`config.mk`:
```
export PLATFORM = sky130hd
export DESIGN_NAME = branch_predictor_btb
export DESIGN_NICKNAME = d
export VERILOG_FILES = /design/src/rtl/branch_pred_pkg.sv /design/src/rtl/bp_sat_counter.sv /design/src/rtl/branch_predictor_btb.sv
export SDC_FILE = /design/constraint.sdc
export NUM_CORES = 2
export LEC_CHECK = 0
export CAP_MARGIN = 10
export CORE_MARGIN = 5
export CORE_UTILIZATION = 40
export DETAILED_ROUTE_END_ITERATION = 7
export GPL_ROUTABILITY_DRIVEN = 0
export GPL_TIMING_DRIVEN = 0
export PLACE_DENSITY_LB_ADDON = 0.05
export SLEW_MARGIN = 40
export SYNTH_ARGS = -nofsm -noshare
export SYNTH_HDL_FRONTEND = slang
export SYNTH_HIERARCHICAL = 1
export SYNTH_SLANG_ARGS = --single-unit
```
`constraint.sdc`:
```
create_clock -name i_clk -period 6.72 [get_ports i_clk]
set_input_delay 1.344 -clock i_clk [delete_from_list [all_inputs] [get_ports i_clk]]
set_output_delay 1.344 -clock i_clk [all_outputs]
set_load 0.02 [all_outputs]
```
`src/rtl/branch_pred_pkg.sv`:
```
// Shared definitions for the branch target buffer: control-flow opcodes,
// the predictability filter and counter initial values on allocation.
package branch_pred_pkg;

    localparam logic [6:0] OPC_BRANCH = 7'b1100011;
    localparam logic [6:0] OPC_JAL    = 7'b1101111;
    localparam logic [6:0] OPC_JALR   = 7'b1100111;

    // Allocation values, weakly taken (MSB only) and strongly taken (all ones),
    // expressed for any counter width up to 31 bits.
    localparam int unsigned CNT_INIT_WEAK_SHIFT_OFFSET = 1;

    function automatic logic [31:0] cnt_init_weak(int unsigned bits);
        return 32'(1) << (bits - CNT_INIT_WEAK_SHIFT_OFFSET);
    endfunction

    function automatic logic [31:0] cnt_init_strong(int unsigned bits);
        return (32'(1) << bits) - 32'(1);
    endfunction

    // JALR targets come from a register, so only BRANCH and JAL are tracked.
    function automatic logic is_predictable(logic [6:0] opcode);
        return (opcode == OPC_BRANCH) || (opcode == OPC_JAL);
    endfunction

endpackage

```
`src/rtl/bp_sat_counter.sv`:
```
// Up/down saturating counter with a synchronous load, one per BTB entry.
module bp_sat_counter #(
    parameter int CNT_BITS = 2
) (
    input  logic                i_clk,
    input  logic                i_rst_n,
    input  logic                i_inc,
    input  logic                i_dec,
    input  logic                i_load,
    input  logic [CNT_BITS-1:0] i_load_val,
    output logic [CNT_BITS-1:0] o_q
);

    localparam logic [CNT_BITS-1:0] CNT_MAX = '1;

    logic [CNT_BITS-1:0] q_q;
    logic [CNT_BITS-1:0] q_d;

    // NOTE: q_d gets its default before any branch so no path leaves it unassigned (no latch).
    always_comb begin
        q_d = q_q;
        if (i_load) begin
            q_d = i_load_val;
        end else if (i_inc && (q_q != CNT_MAX)) begin
            q_d = q_q + CNT_BITS'(1);
        end else if (i_dec && (q_q != '0)) begin
            q_d = q_q - CNT_BITS'(1);
        end
    end

    // NOTE: state is updated with non-blocking assignments so all flops sample together.
    always_ff @(posedge i_clk or negedge i_rst_n) begin
        if (!i_rst_n) begin
            q_q <= '0;
        end else begin
            q_q <= q_d;
        end
    end

    assign o_q = q_q;

endmodule

```
`src/rtl/branch_predictor_btb.sv`:
```
// Fully-associative BTB with per-entry saturating direction counters,
// round-robin allocation and saturating lookup/mispredict statistics.
module branch_predictor_btb
    import branch_pred_pkg::*;
#(
    parameter int DATA_WIDTH = 32,
    parameter int ENTRIES    = 8,
    parameter int CNT_BITS   = 2,
    parameter int STAT_WIDTH = 16
) (
    input  logic                  i_clk,
    input  logic                  i_rst_n,
    input  logic                  i_lookup_valid,
    input  logic [DATA_WIDTH-1:0] i_lookup_pc,
    input  logic [6:0]            i_lookup_opcode,
    output logic                  o_prediction,
    output logic [DATA_WIDTH-1:0] o_branch_target,
    output logic                  o_hit,
    input  logic                  i_update_valid,
    input  logic [DATA_WIDTH-1:0] i_update_pc,
    input  logic [6:0]            i_update_opcode,
    input  logic                  i_update_taken,
    input  logic [DATA_WIDTH-1:0] i_update_target,
    input  logic                  i_update_predicted,
    input  logic [DATA_WIDTH-1:0] i_update_pred_tgt,
    output logic                  o_mispredict,
    output logic                  o_restore_seq,
    output logic [STAT_WIDTH-1:0] o_lookup_cnt,
    output logic [STAT_WIDTH-1:0] o_mispredict_cnt
);

    localparam int IDX_W = $clog2(ENTRIES);
    localparam logic [CNT_BITS-1:0]   CNT_INIT_WEAK   = CNT_BITS'(cnt_init_weak(CNT_BITS));
    localparam logic [CNT_BITS-1:0]   CNT_INIT_STRONG = CNT_BITS'(cnt_init_strong(CNT_BITS));
    localparam logic [STAT_WIDTH-1:0] STAT_MAX        = '1;

    logic [ENTRIES-1:0]    valid_q, valid_d;
    logic [DATA_WIDTH-1:0] tag_q [ENTRIES];
    logic [DATA_WIDTH-1:0] tag_d [ENTRIES];
    logic [DATA_WIDTH-1:0] tgt_q [ENTRIES];
    logic [DATA_WIDTH-1:0] tgt_d [ENTRIES];
    logic [CNT_BITS-1:0]   cnt_q [ENTRIES];
    logic [IDX_W-1:0]      rr_q, rr_d;
    logic [STAT_WIDTH-1:0] lookup_cnt_q, lookup_cnt_d;
    logic [STAT_WIDTH-1:0] misp_cnt_q, misp_cnt_d;

    logic             lk_hit, up_hit;
    logic [IDX_W-1:0] lk_idx, up_idx;
    logic             lookup_elig, upd_elig, upd_en, train_taken, is_jal;
    logic             mispredict_raw;
    logic [ENTRIES-1:0] cnt_inc, cnt_dec, cnt_load;
    logic [CNT_BITS-1:0] cnt_load_val;

    // Lowest matching index wins on both ports.
    always_comb begin
        lk_hit = 1'b0;
        lk_idx = '0;
        up_hit = 1'b0;
        up_idx = '0;
        for (int i = 0; i < ENTRIES; i++) begin
            if (!lk_hit && valid_q[i] && (tag_q[i] == i_lookup_pc)) begin
                lk_hit = 1'b1;
                lk_idx = IDX_W'(i);
            end
            if (!up_hit && valid_q[i] && (tag_q[i] == i_update_pc)) begin
                up_hit = 1'b1;
                up_idx = IDX_W'(i);
            end
        end
    end

    assign lookup_elig  = is_predictable(i_lookup_opcode);
    assign upd_elig     = is_predictable(i_update_opcode);
    assign upd_en       = i_update_valid & upd_elig;
    assign is_jal       = (i_update_opcode == OPC_JAL);
    assign train_taken  = i_update_taken | is_jal;
    assign cnt_load_val = is_jal ? CNT_INIT_STRONG : CNT_INIT_WEAK;

    assign o_hit           = lk_hit;
    assign o_prediction    = i_lookup_valid & lookup_elig & lk_hit & cnt_q[lk_idx][CNT_BITS-1];
    assign o_branch_target = o_prediction ? tgt_q[lk_idx] : '0;

    assign mispredict_raw = upd_en &
                            ((i_update_taken != i_update_predicted) |
                             (i_update_taken & i_update_predicted &
                              (i_update_target != i_update_pred_tgt)));
    // Gated so every output reads zero while reset is held, whatever the pipe drives.
    assign o_mispredict  = i_rst_n & mispredict_raw;
    assign o_restore_seq = i_rst_n & i_update_valid & i_update_predicted & ~i_update_taken;

    for (genvar g = 0; g < ENTRIES; g++) begin : g_entry
        assign cnt_inc[g]  = upd_en & up_hit & (up_idx == IDX_W'(g)) & train_taken;
        assign cnt_dec[g]  = upd_en & up_hit & (up_idx == IDX_W'(g)) & ~train_taken;
        assign cnt_load[g] = upd_en & ~up_hit & train_taken & (rr_q == IDX_W'(g));

        bp_sat_counter #(.CNT_BITS(CNT_BITS)) u_ctr (
            .i_clk      (i_clk),
            .i_rst_n    (i_rst_n),
            .i_inc      (cnt_inc[g]),
            .i_dec      (cnt_dec[g]),
            .i_load     (cnt_load[g]),
            .i_load_val (cnt_load_val),
            .o_q        (cnt_q[g])
        );
    end

    always_comb begin
        valid_d = valid_q;
        tag_d   = tag_q;
        tgt_d   = tgt_q;
        rr_d    = rr_q;
        if (upd_en && up_hit) begin
            if (train_taken) begin
                tgt_d[up_idx] = i_update_target;
            end
        end else if (upd_en && train_taken) begin
            valid_d[rr_q] = 1'b1;
            tag_d[rr_q]   = i_update_pc;
            tgt_d[rr_q]   = i_update_target;
            rr_d          = rr_q + IDX_W'(1);
        end
    end

    always_comb begin
        lookup_cnt_d = lookup_cnt_q;
        misp_cnt_d   = misp_cnt_q;
        if (i_lookup_valid && lookup_elig && (lookup_cnt_q != STAT_MAX)) begin
            lookup_cnt_d = lookup_cnt_q + STAT_WIDTH'(1);
        end
        if (mispredict_raw && (misp_cnt_q != STAT_MAX)) begin
            misp_cnt_d = misp_cnt_q + STAT_WIDTH'(1);
        end
    end

    // NOTE: tag/target arrays are flops and are reset so a post-reset lookup can never
    // match stale data or leak a stale target; a RAM-backed table would not be reset.
    always_ff @(posedge i_clk or negedge i_rst_n) begin
        if (!i_rst_n) begin
            valid_q      <= '0;
            rr_q         <= '0;
            lookup_cnt_q <= '0;
            misp_cnt_q   <= '0;
            for (int i = 0; i < ENTRIES; i++) begin
                tag_q[i] <= '0;
                tgt_q[i] <= '0;
            end
        end else begin
            valid_q      <= valid_d;
            tag_q        <= tag_d;
            tgt_q        <= tgt_d;
            rr_q         <= rr_d;
            lookup_cnt_q <= lookup_cnt_d;
            misp_cnt_q   <= misp_cnt_d;
        end
    end

    assign o_lookup_cnt     = lookup_cnt_q;
    assign o_mispredict_cnt = misp_cnt_q;

endmodule

```
==> results.md <==
- # H-tree levels: 3
- # rows: 104
- Dpl ws: -1.05 ns
- Avg Vias per Cell: ~5.9
- Number of CTS-inserted buffers: slightly above 70
- Vias in the first global route: 25700
- Count of different cell masters after synthesis: 73
- EDFF count, synth: 0
- Initial antenna violation count: 6
- Maximum clock path buffer count: 3
- Startpoint type of the worst setup path: input port
- Detailed placement HPWL: ~87 mm
- Clk pin slew, worst setup/hold paths: ~0.050 ns
- Max Cap Viol: 0
- Clock root cell: clkbuf_16
- Max Clock Skew: approximately 0.022 ns
- R2R Path End: tgt_q[119]
- DIE HEIGHT: approximately 300 µm
- Core Region: 80800 µm²
- Die width: a little under 300 µm
- Final wirelength: 124 mm
- Post-route minimum period: 6.69 ns
- Cell depth of the worst hold path: 1
- First-pass GRT wire length: around 180 mm
- # port buffers: 120
- Boundary Pins: around 220
- Yosys top cell by area: dfrtp_1
- Die footprint: 87500 µm²
- Synth Instances: 2843
- Total grt overflow: 0
- R2R Setup Slk: ~1.8 ns
- Hold Vio Cnt, Final: 0
- WP data arrival: ~5.3 ns
- Commonest cells in the netlist: 571 x dfrtp_1, 536 x mux2_2, 374 x xor2_1, 199 x xnor2_1, 162 x nor4_1
- TritonCTS clock tree: built
- Initial Utilization: 0.404
- Final Cell Area: 38000 µm²
- Crit share post-route: 0.995
- Sink Count: around 570
- Synth top area cells: dfrtp_1 44%, mux2_2 18%, xor2_1 10%
- Setup violators final: 0
- Cell with the most instances after synthesis: dfrtp_1
- HP Start: tgt_q[73]
- Crit end category: primary output
- Status: complete, no violations
- Routed len/inst: 29.7 µm
- Post-DP Area: between 30000 and 40000 µm²
- PwrDens: ~220 nW/µm²
- HP Class: reg2reg
- Crit path required time: ~5.4 ns
- Detailed-router iteration count before antenna repair: 6
- Via count: 24700
- Share of layout cells above drive strength 1: 0.292
- Setup WS post-layout: 0.0324 ns
- Reg2reg path depth: 12
- Area Growth Syn to Fin: 16.4%
- Crit path kind: in2out
- Final #Nets: between 3000 and 4000
- Largest net degree at the start of global routing: 76
- CP Max Fanout: 10
- Cts hold-fix bufs: 0
- FF+latch count, synth: about 570
- Worst-Margin Slew: between 0.9 and 1 ns
- Synthesized area: 32700 µm²
- Peak VDD IR: between 0.15 and 0.2 mV
- Synthesized area per cell: around 11 µm²
- Fin. max-slew vios: 0
- Iteration-0 DRC count of the detailed router: approximately 2400
- Ys Warns: 6
- Top cell type's share of synthesized area: 0.437
- Leak Pwr: 17.7 nW
- Post-synth top flop: dfrtp_1
- Max-slew headroom: 0.379
- Antenna-violating nets left: 0
- Reg-to-Reg Start: tag_q[99]
- GR Util All Layers: 0.278
- Max Fclk: between 0.1 and 0.15 GHz
- Worst Hold Path EP: tgt_q[73]
- Skew-Pair Late Insertion Delay: 0.61 ns
- Async S/R FF share, synth: 1.00
- Register area share after synthesis: 0.437
- Drt drc: 0
- Sum Neg Setup Slack: 0 ns
report_power, final:
group | switching (mW) | internal [mW]
logic | 0.575 | 0.269
clock network | 1.55 | 2.29
registers | 0.0667 | 3.50
total | 2.19 | 6.07
worst max-delay path, cell delays in order:
cell	delay, ns
buf_4	0.35
xor2_1	0.17
nor4_1	0.33
nand4_1	0.16
or4_1	0.78
nand4_1	0.29
o2bb2ai_4	0.17
nand2_1	0.30
clkbuf_1	0.50
a211oi_1	0.13
a2111oi_2	0.40
dlygate4sd2_1	0.39
sequential cells by signal, summed over array words and instances (netlist names):
signal / flops
g_entry.u_ctr/o_q: 16
o_lookup_cnt: 16
o_mispredict_cnt: 16
rr_q: 3
tag_q: 256
tgt_q: 256
valid_q: 8
cells by family after synthesis:
| group | count (synthesis) | share of synthesized area |
|---|---|---|
| buf+inv | 232 | 0.0342 |
| simple gates | 665 | 0.116 |
| xor+xnor | 573 | 0.154 |
| compound gates | 185 | 0.0483 |
| other cells | 1 | 0.000115 |
| fa+ha+maj | 9 | 0.00345 |
| mux | 607 | 0.207 |
| flops | 571 | 0.437 |
stage by stage:
| stage | hold slack, ns | total power [mW] | utilization | std cells |
|---|---|---|---|---|
| 2_1_floorplan | 0.454 | 4.04 | - | 2850 |
| 3_3_place_gp | 0.464 | 4.43 | 0.436 | 4030 |
| 3_5_place_dp | 0.479 | 4.44 | 0.439 | 4039 |
| 4_1_cts | 0.491 | 8.33 | 0.470 | 4162 |
| 5_1_grt | 0.506 | 8.53 | 0.471 | 4162 |
| 6_report | 0.486 | 8.26 | 0.471 | 4163 |
final cells by class:
type                       count  area (µm²)
antenna                        1        2.50
buffer                       216        1170
clock buffer                  99        2010
clock inverter                22         312
fill                        7390       42800
inverter                      16        60.1
multi-input combinational   2047       17500
sequential                   571       14300
tap                         1060        1330
timing repair buffer         131        1380
worst max-delay path by stage:
stage	startpoint	to	depth (start not counted)
finish	i_lookup_pc[3]	o_branch_target[14]	12
global route	i_lookup_pc[7]	o_branch_target[13]	14
CTS	i_lookup_pc[8]	o_branch_target[31]	13
detailed placement	i_lookup_pc[3]	o_branch_target[21]	13
global placement	i_rst_n	tgt_q[102]	1
floorplan	i_lookup_pc[20]	o_branch_target[0]	10
per-layer routing:
metal	track usage	wire (µm)
met1	0.389	53900
met2	0.401	51400
met3	0.0766	11700
met4	0.128	6720
met5	0.00488	75
cell usage in the layout (no fill, tap or decap), types with 32 or more instances in the layout:
cell and instances:
a211oi_1 32, and2_1 36, buf_2 98, clkbuf_1 66, clkbuf_16 72, clkdlybuf4s50_1 86, dfrtp_1 571, mux2_2 536
mux2i_1 64, nand2_1 114, nand3_1 35, nand4_1 97, nor2_1 57, nor3_1 32, nor4_1 154, o21ai_0 35
xnor2_1 198, xor2_1 374
what timing repair did:
item,CTS,global route
setup buffers,2,0
setup endpoints to repair,33,32
pin swaps,1,1
cloned,0,0
resized for setup,108,49
No activity file was read; power rests on OpenSTA's default activity.
